--- src/rtl/uart_rx_ctrl_pkg.sv ---
// Shared types and helpers for the UART receive controller.
`default_nettype none

package uart_rx_ctrl_pkg;

  localparam int BYTE_W = 8;

  typedef enum logic [1:0] {
    ST_OFF    = 2'd0,
    ST_RUN    = 2'd1,
    ST_RESYNC = 2'd2,
    ST_STOP   = 2'd3
  } state_e;

  // Increment v, saturating at the all-ones value of a w-bit field.
  function automatic logic [31:0] sat_inc(input logic [31:0] v, input int unsigned w);
    logic [31:0] max_v;
    max_v = (w >= 32) ? 32'hFFFF_FFFF : ((32'd1 << w) - 32'd1);
    return (v >= max_v) ? max_v : v + 32'd1;
  endfunction

endpackage

`default_nettype wire

--- src/rtl/uart_rx_ctrl_sync_fifo.sv ---
// sync_fifo: single-clock FIFO with occupancy count; head word reads as zero when empty.
`default_nettype none

module sync_fifo #(
  parameter int WIDTH = 8,
  parameter int DEPTH = 4
) (
  input  logic                       clk,
  input  logic                       rst_n,
  input  logic                       push_i,
  input  logic [WIDTH-1:0]           din_i,
  input  logic                       pop_i,
  output logic [WIDTH-1:0]           dout_o,
  output logic                       full_o,
  output logic                       empty_o,
  output logic [$clog2(DEPTH+1)-1:0] level_o
);

  localparam int PTR_W = $clog2(DEPTH);
  localparam int LVL_W = $clog2(DEPTH+1);

  logic [WIDTH-1:0] mem_q [DEPTH];
  logic [PTR_W-1:0] wr_q, rd_q;
  logic [LVL_W-1:0] level_q;
  logic             do_push, do_pop;

  assign empty_o = (level_q == '0);
  assign full_o  = (level_q == LVL_W'(DEPTH));
  assign do_pop  = pop_i & ~empty_o;
  // A pop frees the slot this edge, so a full FIFO can still take a push.
  assign do_push = push_i & (~full_o | do_pop);

  always_ff @(posedge clk) begin
    if (do_push) mem_q[wr_q] <= din_i;
  end

  always_ff @(posedge clk or negedge rst_n) begin
    if (!rst_n) begin
      wr_q    <= '0;
      rd_q    <= '0;
      level_q <= '0;
    end else begin
      if (do_push) wr_q <= wr_q + PTR_W'(1);
      if (do_pop)  rd_q <= rd_q + PTR_W'(1);
      case ({do_push, do_pop})
        2'b10:   level_q <= level_q + LVL_W'(1);
        2'b01:   level_q <= level_q - LVL_W'(1);
        default: level_q <= level_q;
      endcase
    end
  end

  assign dout_o  = empty_o ? '0 : mem_q[rd_q];
  assign level_o = level_q;

endmodule

`default_nettype wire

--- src/rtl/uart_rx_ctrl.sv ---
// uart_rx_ctrl: receiver enable FSM, receive FIFO, sticky overflow and error counters.
// Error counters exist only when UART_RX_CTRL_ERR_CNT_EN is defined.
`default_nettype none

module uart_rx_ctrl
  import uart_rx_ctrl_pkg::*;
#(
  parameter int DEPTH      = 4,
  parameter int RESYNC_CYC = 32,
  parameter int CNT_W      = 8
) (
  input  logic                       clk,
  input  logic                       rst_n,
  input  logic                       rx_en,
  input  logic                       clr,
  input  logic [BYTE_W-1:0]          rx_d,
  input  logic                       rx_valid,
  input  logic                       rx_parity_err,
  input  logic                       rx_frame_err,
  output logic                       rx_enable,
  output logic [BYTE_W-1:0]          m_data,
  output logic                       m_valid,
  input  logic                       m_ready,
  output logic [$clog2(DEPTH+1)-1:0] level,
  output logic                       overflow,
  output logic [CNT_W-1:0]           err_parity_cnt,
  output logic [CNT_W-1:0]           err_frame_cnt
);

  localparam int RC_W = $clog2(RESYNC_CYC+1);

  state_e          state_q, state_d;
  logic [RC_W-1:0] rc_q, rc_d;
  logic            overflow_q, overflow_d;
  logic            in_run, push, pop, fifo_full, fifo_empty;

  assign in_run = (state_q == ST_RUN);
  assign push   = in_run & rx_valid & ~rx_parity_err & ~rx_frame_err;
  assign pop    = m_valid & m_ready;

  always_comb begin
    state_d = state_q;
    rc_d    = rc_q;
    case (state_q)
      ST_OFF: if (rx_en) state_d = ST_RUN;
      ST_RUN: begin
        // Disable wins over a simultaneous frame error.
        if (!rx_en) begin
          state_d = ST_STOP;
        end else if (rx_valid && rx_frame_err) begin
          state_d = ST_RESYNC;
          rc_d    = '0;
        end
      end
      ST_RESYNC: begin
        if (rc_q == RC_W'(RESYNC_CYC - 1)) begin
          rc_d    = '0;
          state_d = rx_en ? ST_RUN : ST_STOP;
        end else begin
          rc_d = rc_q + RC_W'(1);
        end
      end
      ST_STOP: begin
        if (rx_en)           state_d = ST_RUN;
        else if (fifo_empty) state_d = ST_OFF;
      end
      default: state_d = ST_OFF;
    endcase
  end

  always_comb begin
    overflow_d = overflow_q;
    if (clr)                           overflow_d = 1'b0;
    else if (push && fifo_full && !pop) overflow_d = 1'b1;
  end

  always_ff @(posedge clk or negedge rst_n) begin
    if (!rst_n) begin
      state_q    <= ST_OFF;
      rc_q       <= '0;
      overflow_q <= 1'b0;
    end else begin
      state_q    <= state_d;
      rc_q       <= rc_d;
      overflow_q <= overflow_d;
    end
  end

  assign rx_enable = in_run;
  assign overflow  = overflow_q;
  assign m_valid   = ~fifo_empty;

  sync_fifo #(
    .WIDTH (BYTE_W),
    .DEPTH (DEPTH)
  ) u_fifo (
    .clk     (clk),
    .rst_n   (rst_n),
    .push_i  (push),
    .din_i   (rx_d),
    .pop_i   (pop),
    .dout_o  (m_data),
    .full_o  (fifo_full),
    .empty_o (fifo_empty),
    .level_o (level)
  );

`ifdef UART_RX_CTRL_ERR_CNT_EN
  logic [CNT_W-1:0] par_cnt_q, par_cnt_d, frm_cnt_q, frm_cnt_d;

  always_comb begin
    par_cnt_d = par_cnt_q;
    frm_cnt_d = frm_cnt_q;
    if (clr) begin
      par_cnt_d = '0;
      frm_cnt_d = '0;
    end else if (in_run && rx_valid) begin
      if (rx_parity_err) par_cnt_d = CNT_W'(sat_inc(32'(par_cnt_q), CNT_W));
      if (rx_frame_err)  frm_cnt_d = CNT_W'(sat_inc(32'(frm_cnt_q), CNT_W));
    end
  end

  always_ff @(posedge clk or negedge rst_n) begin
    if (!rst_n) begin
      par_cnt_q <= '0;
      frm_cnt_q <= '0;
    end else begin
      par_cnt_q <= par_cnt_d;
      frm_cnt_q <= frm_cnt_d;
    end
  end

  assign err_parity_cnt = par_cnt_q;
  assign err_frame_cnt  = frm_cnt_q;
`else
  assign err_parity_cnt = '0;
  assign err_frame_cnt  = '0;
`endif

endmodule

`default_nettype wire

--- config.mk ---
export PLATFORM = sky130hd
export DESIGN_NAME = uart_rx_ctrl
export DESIGN_NICKNAME = d
export VERILOG_FILES = /design/src/rtl/uart_rx_ctrl_pkg.sv /design/src/rtl/uart_rx_ctrl_sync_fifo.sv /design/src/rtl/uart_rx_ctrl.sv
export SDC_FILE = /design/constraint.sdc
export NUM_CORES = 1
export LEC_CHECK = 0
export ABC_AREA = 1
export CAP_MARGIN = 20
export CORE_MARGIN = 2
export CORE_UTILIZATION = 48
export CTS_BUF_LIST = sky130_fd_sc_hd__clkbuf_2 sky130_fd_sc_hd__clkbuf_4 sky130_fd_sc_hd__clkbuf_8
export DETAILED_ROUTE_END_ITERATION = 10
export PLACE_DENSITY = 0.79
export SLEW_MARGIN = 0
export SYNTH_ARGS = -nofsm -noshare
export SYNTH_HDL_FRONTEND = slang
export SYNTH_SLANG_ARGS = --single-unit
--- constraint.sdc ---
create_clock -name clk -period 1.6 [get_ports clk]
set_input_delay 0.32 -clock clk [delete_from_list [all_inputs] [get_ports clk]]
set_output_delay 0.32 -clock clk [all_outputs]
set_load 0.02 [all_outputs]
# Word-level counts from Yosys, hierarchy flattened
# Memories as Yosys holds them, arrays and structs flattened.
# Cells that the tools add are included.
[word_totals] n_memories=1 inputBits=16 ff_bits=16 ramBits=32
[mem_list] memory="u_fifo.mem_q" depth=4 width=8 rd=1 rd_clocked_by_memory_dff=0 wr=1 line_no="uart_rx_ctrl_sync_fifo.sv:22" rtl="logic [WIDTH-1:0] mem_q [DEPTH];"
[op_classes] add_sub_neg=5 n_reduce_logical=11 mux=18 eq_ne=13 bitwise=11
[op_table] op="6-bit two-way mux" n=3
[op_table] op="2-bit two-way mux" n=7
[op_table] op="6-bit one-hot mux with 2 select lines" n=1
[op_table] op="8-bit two-way mux" n=1
[op_table] op="2-bit one-hot mux with 4 select lines" n=1
[op_table] op="6-bit by 1-bit adder with 6-bit output, second input constant" n=1
[op_table] op="1-bit AND" n=6
[op_table] op="2-bit == test, second input constant" n=3
[op_table] op="6-bit by 5-bit == test with 1-bit output, second input constant" n=1
[op_table] op="2-bit inequality test, second input constant" n=3
[op_table] op="3-bit by 2-bit inequality test with 1-bit output, second input constant" n=2
[op_table] op="3-bit one-hot mux with 2 select lines" n=1
[op_table] op="2-bit nonzero test" n=3
[op_table] op="2-bit by 1-bit adder with 2-bit output, second input constant" n=2
[op_table] op="2-bit by 1-bit == test with 1-bit output, second input constant" n=2
[op_table] op="1-bit two-way mux" n=4
[op_table] op="1-bit inverter" n=4
[op_table] op="4-bit AND reduction" n=1
[op_table] op="3-bit by 1-bit adder with 3-bit output, second input constant" n=1
[op_table] op="3-bit == test, second input constant" n=1
[op_table] op="1-bit logical AND" n=3
[op_table] op="3-bit logical NOT" n=1
[op_table] op="3-bit AND reduction" n=1
[op_table] op="3-bit by 1-bit subtractor with 3-bit output, second input constant" n=1
[op_table] op="4 further kinds" n=4

# Longest topological paths before layout
[depth] ltp_word=8 ltp_mapped=12 depth_no_buf=12

# Hierarchy
# A second synthesis with hierarchy kept.
[hier_totals] hier_cells=249 area_unflattened_um2=2388.5
[modules_own_cells] mod="sync_fifo" area_each_um2=1700.4 instances=1 cells_each=151
[modules_own_cells] mod="uart_rx_ctrl" area_each_um2=688.2 instances=1 cells_each=98

# Worst setup path after synthesis
# OpenSTA, ideal clock, no wires.
[synth_timing] kind="register -> register" start="register u_fifo.level_q[1], in the netlist u_fifo.level_o[1]" end="register u_fifo.level_q[2], in the netlist u_fifo.level_o[2]" required_time_ps=1537 period_less_slack_ps=1809 path_slack_ps=-209 t_arrival_ps=1747 stages_incl_launch_ff=13 n_path_buf=0 cell_sequence="dfrtp_1 nor2_4 nand2_4 nand2_4 inv_1 nand2_4 inv_1 fa_1 inv_1 nand3_1 nand3_1 nand2_1 inv_1"
[synth_between] elab_chain_cells=8
[synth_lines] element="start, declared" line_no="uart_rx_ctrl_sync_fifo.sv:24" rtl="logic [LVL_W-1:0] level_q;"
[synth_lines] element="start signal, assigned" line_no="uart_rx_ctrl_sync_fifo.sv:46" rtl="2'b10: level_q <= level_q + LVL_W'(1);"
[synth_lines] element="start signal, assigned" line_no="uart_rx_ctrl_sync_fifo.sv:47" rtl="2'b01: level_q <= level_q - LVL_W'(1);"
[synth_lines] element="start signal, assigned" line_no="uart_rx_ctrl_sync_fifo.sv:48" rtl="default: level_q <= level_q;"
[synth_lines] element="3-bit logical NOT (*)" line_no="uart_rx_ctrl_sync_fifo.sv:27" rtl="assign empty_o = (level_q == '0);"
[synth_lines] element="1-bit inverter (*)" line_no="uart_rx_ctrl.sv:91" rtl="assign m_valid = ~fifo_empty;"
[synth_lines] element="net m_valid" line_no="uart_rx_ctrl.sv:22" rtl="output logic m_valid,"
[synth_lines] element="1-bit AND" line_no="uart_rx_ctrl.sv:39" rtl="assign pop = m_valid & m_ready;"
[synth_lines] element="1-bit AND (*)" line_no="uart_rx_ctrl_sync_fifo.sv:29" rtl="assign do_pop = pop_i & ~empty_o;"
[synth_lines] element="1-bit bitwise OR" line_no="uart_rx_ctrl_sync_fifo.sv:31" rtl="assign do_push = push_i & (~full_o | do_pop);"
[synth_lines] element="1-bit AND" line_no="uart_rx_ctrl_sync_fifo.sv:31"
[synth_lines] element="2-bit by 1-bit == test with 1-bit output or 2-bit == test (tied branches)" line_no="uart_rx_ctrl_sync_fifo.sv:45" rtl="case ({do_push, do_pop})"
[synth_lines] element="3-bit one-hot mux with 2 select lines or 2-bit nonzero test (tied branches)"
# Mark *: on every way through the listed nets, which the timed path passes. The rest lies on a longest branch.
# A chain may end at the register's enable or synchronous reset.

# Worst setup path in the final report
[layout_timing] start="register u_fifo.rd_q[0]" end="output port m_data[6]"
[layout_between] elab_chain_cells=2
[layout_lines] element="start, declared" line_no="uart_rx_ctrl_sync_fifo.sv:23" rtl="logic [PTR_W-1:0] wr_q, rd_q;"
[layout_lines] element="start signal, assigned" line_no="uart_rx_ctrl_sync_fifo.sv:44" rtl="if (do_pop) rd_q <= rd_q + PTR_W'(1);"
[layout_lines] element="memory 4 x 8 bit"
[layout_lines] element="8-bit two-way mux" line_no="uart_rx_ctrl_sync_fifo.sv:53" rtl="assign dout_o = empty_o ? '0 : mem_q[rd_q];"
[layout_lines] element="end, declared" line_no="uart_rx_ctrl.sv:21" rtl="output logic [BYTE_W-1:0] m_data,"
# Every way passes these cells.

==> reports/metrics.csv <==
stage,metric,value,unit
sta,fin_skew,0.00548,ns
critical_path,path_cells,buf_6 > nor2_1 > nor2_1 > o21ai_0 > a21oi_1 > buf_4,
logic_synthesis,syn_area,2400,µm²
die,fp.dieW,74.8,µm
critical_path,cpPeakStageDelay,0.45,ns
logic_synthesis,ys_seq_area_share,56.6,%
logic_synthesis,yosys_warnings,0,
outcome,violations,negative setup slack,
sta,final_hold_viol_count,0,
clock_tree,cts_hold_buf,0,
detailed_routing,wl,4.74,mm
critical_path,path_class,reg -> out,
sta,layout_worst_path_cycle_share,112,%
logic_synthesis,netlist_instances,236,
critical_path,r2r_cells,11,
place,dpl_worst_slack,-0.387,ns
clock_tree,numCtsBuffers,5,
finish,diodes,0,
critical_path,r2r_slack,0,ns
die,fp.coreArea,4790,µm²
clock_tree,cts.clk_slew.worst_paths,0.09,ns
sta,setup_viol,8,
logic_synthesis,synth_cell_types,28,
die,ios,46,
grt,grt_pass1_vias,1724,
clock_tree,cts_tree,yes,
detailed_routing,wl_per_cell,12.9,µm
critical_path,worstPathRequired,1.28,ns
die,die_area,5590,µm²
critical_path,crit_path_top_delay_cell,dfrtp_2,
place,gp_congestion,0.775,
critical_path,cpMostUsedCell,nor2_1,
clock_tree,clock_latency,0.30,ns
critical_path,worstSetupEndpointType,output pin,
clock_tree,cts_max_level,2,
logic_synthesis,synth-seq-cells,48,
sta,whs,0.340,ns
pwr,p_leak,1.30,nW
sta,rsz0062_at_grt,yes,
critical_path,cp_max_fo,6,
run,cap_violations,0,
grt,overflow,0,
detailed_routing,drt_iter0_drc,96,
clock_tree,root_buffer,clkbuf_8,
sta,fin_ws,-0.195,ns
detailed_routing,drc_errors,0,
grt,grt_max_degree,18,
pwr,ir_worst_vdd,0.969,mV
detailed_routing,dr.pass1.iters,4,
sta,drv_slew,0,
logic_synthesis,avgSynthCellArea,10.2,µm²
finish,utilization,64.7,%
detailed_routing,viasPerCell,4.82,
place,port_buffers,29,
worst_hold_path,hold_class,in -> async,
outcome,outcome,finished with violations,
critical_path,setup.worst_path.start_class,register,
grt,track_usage,18.5,%
clock_tree,clock_path_buffers,2,
pwr,powerDensity,1700,nW/µm²
detailed_routing,antenna_left,0,
critical_path,r2r-start,u_fifo.level_o[0]$_DFFE_PN0P_,
critical_path,cp_data_arrival_time,1.47,ns
place,dp_hpwl,3.30,mm
finish,layout-drive-gt1-share,28.8,%
die,row_count,25,
critical_path,r2r-end,u_fifo.level_o[2]$_DFFE_PN0P_,
detailed_routing,via_count,1763,
die,initial_core_util,50.2,%
die,die_y,74.8,µm
finish,syn2layout_area_growth,28.7,%
clock_tree,numClockSinks,48,
sta,final.min_clock_period,1.79,ns
finish,final_nets,320,
grt,grt_pass1_wl,7.60,mm
grt,antenna_found_initial,0,
sta,max_freq,557,MHz
cell usage after synthesis, drive strengths merged:
master / number / area share (%)
ha: 5 / 2.6
clkinv: 1 / 0.36
xor2: 4 / 1.5
nor2: 51 / 8.9
nand3: 14 / 4.1
buf: 19 / 5.7
conb: 1 / 0.16
inv: 25 / 3.9
or2: 1 / 0.26
xnor2: 1 / 0.36
o22ai: 3 / 0.78
o21ai: 21 / 4.8
nand2: 25 / 5.6
nand4: 5 / 1.3
a21oi: 10 / 2.1
edfxtp: 32 / 40
fa: 1 / 0.83
clkbuf: 1 / 0.21
dfrtp: 16 / 17
sequential cells by signal (all words and copies together) (netlist names):
name	count
u_fifo.mem_q	32
overflow	1
u_fifo.rd_q	2
u_fifo.level_o	3
rc_q	6
u_fifo.wr_q	2
state_q	2
worst max path at each step:
stage                                          to  slack [ns]  depth (start not counted)                     startpoint
finish                                  m_data[6]       -0.19                          6     u_fifo.rd_q[0]$_DFFE_PN0P_
global route                            m_data[6]       -0.27                          6     u_fifo.rd_q[0]$_DFFE_PN0P_
CTS                                     m_data[7]       -0.19                          7     u_fifo.rd_q[0]$_DFFE_PN0P_
detailed placement  u_fifo.level_o[2]$_DFFE_PN0P_       -0.39                         12                       rx_valid
global placement    u_fifo.level_o[2]$_DFFE_PN0P_       -0.32                         12                       rx_valid
floorplan            u_fifo.mem_q[0][0]$_DFFE_PP_       -0.15                          6  u_fifo.level_o[2]$_DFFE_PN0P_
cell usage in the layout, fill, tap and decap left out, drive strengths merged:
master,n
nand2,25
nand4,5
buf,40
o21ai,21
edfxtp,32
dlymetal6s2s,1
nor2,51
clkinvlp,2
inv,25
conb,16
clkdlybuf4s50,14
xor2,4
clkdlybuf4s15,1
fa,1
a21oi,10
clkbuf,5
clkinv,2
dlygate4sd2,4
dfrtp,16
ha,5
or2,1
xnor2,1
nand3,14
o22ai,3
where the power goes:
part           internal [mW]  switching (mW)  total [mW]
Clock                  0.302           0.404       0.706
Combinational           1.23            1.61        2.83
Sequential              1.54           0.189        1.73
Total                   3.07            2.20        5.27
area by class of cell:
class | count | area, µm²
multi-input cells | 157 | 902
fillers | 373 | 1690
flip-flops and latches | 48 | 1370
repair buffers | 60 | 548
inverters | 26 | 108
clock inverters | 3 | 18.8
clock buffers | 5 | 68.8
well taps | 67 | 83.8
worst max-delay path: cells and delay by family (launching register included):
| family | cells | cell delay, ns |
|---|---|---|
| flip-flops | 1 | 0.45 |
| buffers and inverters | 2 | 0.31 |
| AO/OA/AOI/OAI | 2 | 0.25 |
| AND/OR/NAND/NOR | 2 | 0.17 |
what timing repair did:
action,4_1_cts,5_1_grt
setup endpoints to repair,14,45
setup buffers,5,3
resized for setup,65,23
pin swaps,13,16
metal layers:
metal | part of all wire [%] | track usage [%]
met1 | 40 | 22.4
met5 | 0 | 0
met2 | 53 | 31.7
met4 | 1.4 | 8.13
met3 | 5.0 | 4.15
kinds of logic (layout without fill, tap and decap cells):
logic type | Yosys count | count (layout) | synth area share, %
adder cells (fa/ha/maj) | 6 | 6 | 3.43
AND/OR/NAND/NOR | 96 | 96 | 20.1
AO/OA/AOI/OAI | 34 | 34 | 7.70
flip-flops | 48 | 48 | 56.6
other | 1 | 16 | 0.156
XOR/XNOR | 5 | 5 | 1.82
buffers and inverters | 46 | 94 | 10.2
per-stage QoR:
| stage | cell area (µm²) | std cells | TNS (ns) | power, mW |
|---|---|---|---|---|
| floorplan | 2470 | 251 | -5.03 | 3.36 |
| global placement | 2890 | 353 | -11.06 | 4.36 |
| detailed placement | 2890 | 353 | -11.63 | 4.45 |
| CTS | 3010 | 366 | -1.29 | 5.17 |
| global route | 3090 | 366 | -2.14 | 5.64 |
| finish | 3090 | 366 | -1.28 | 5.27 |
Power figures use the tool's default switching activity.
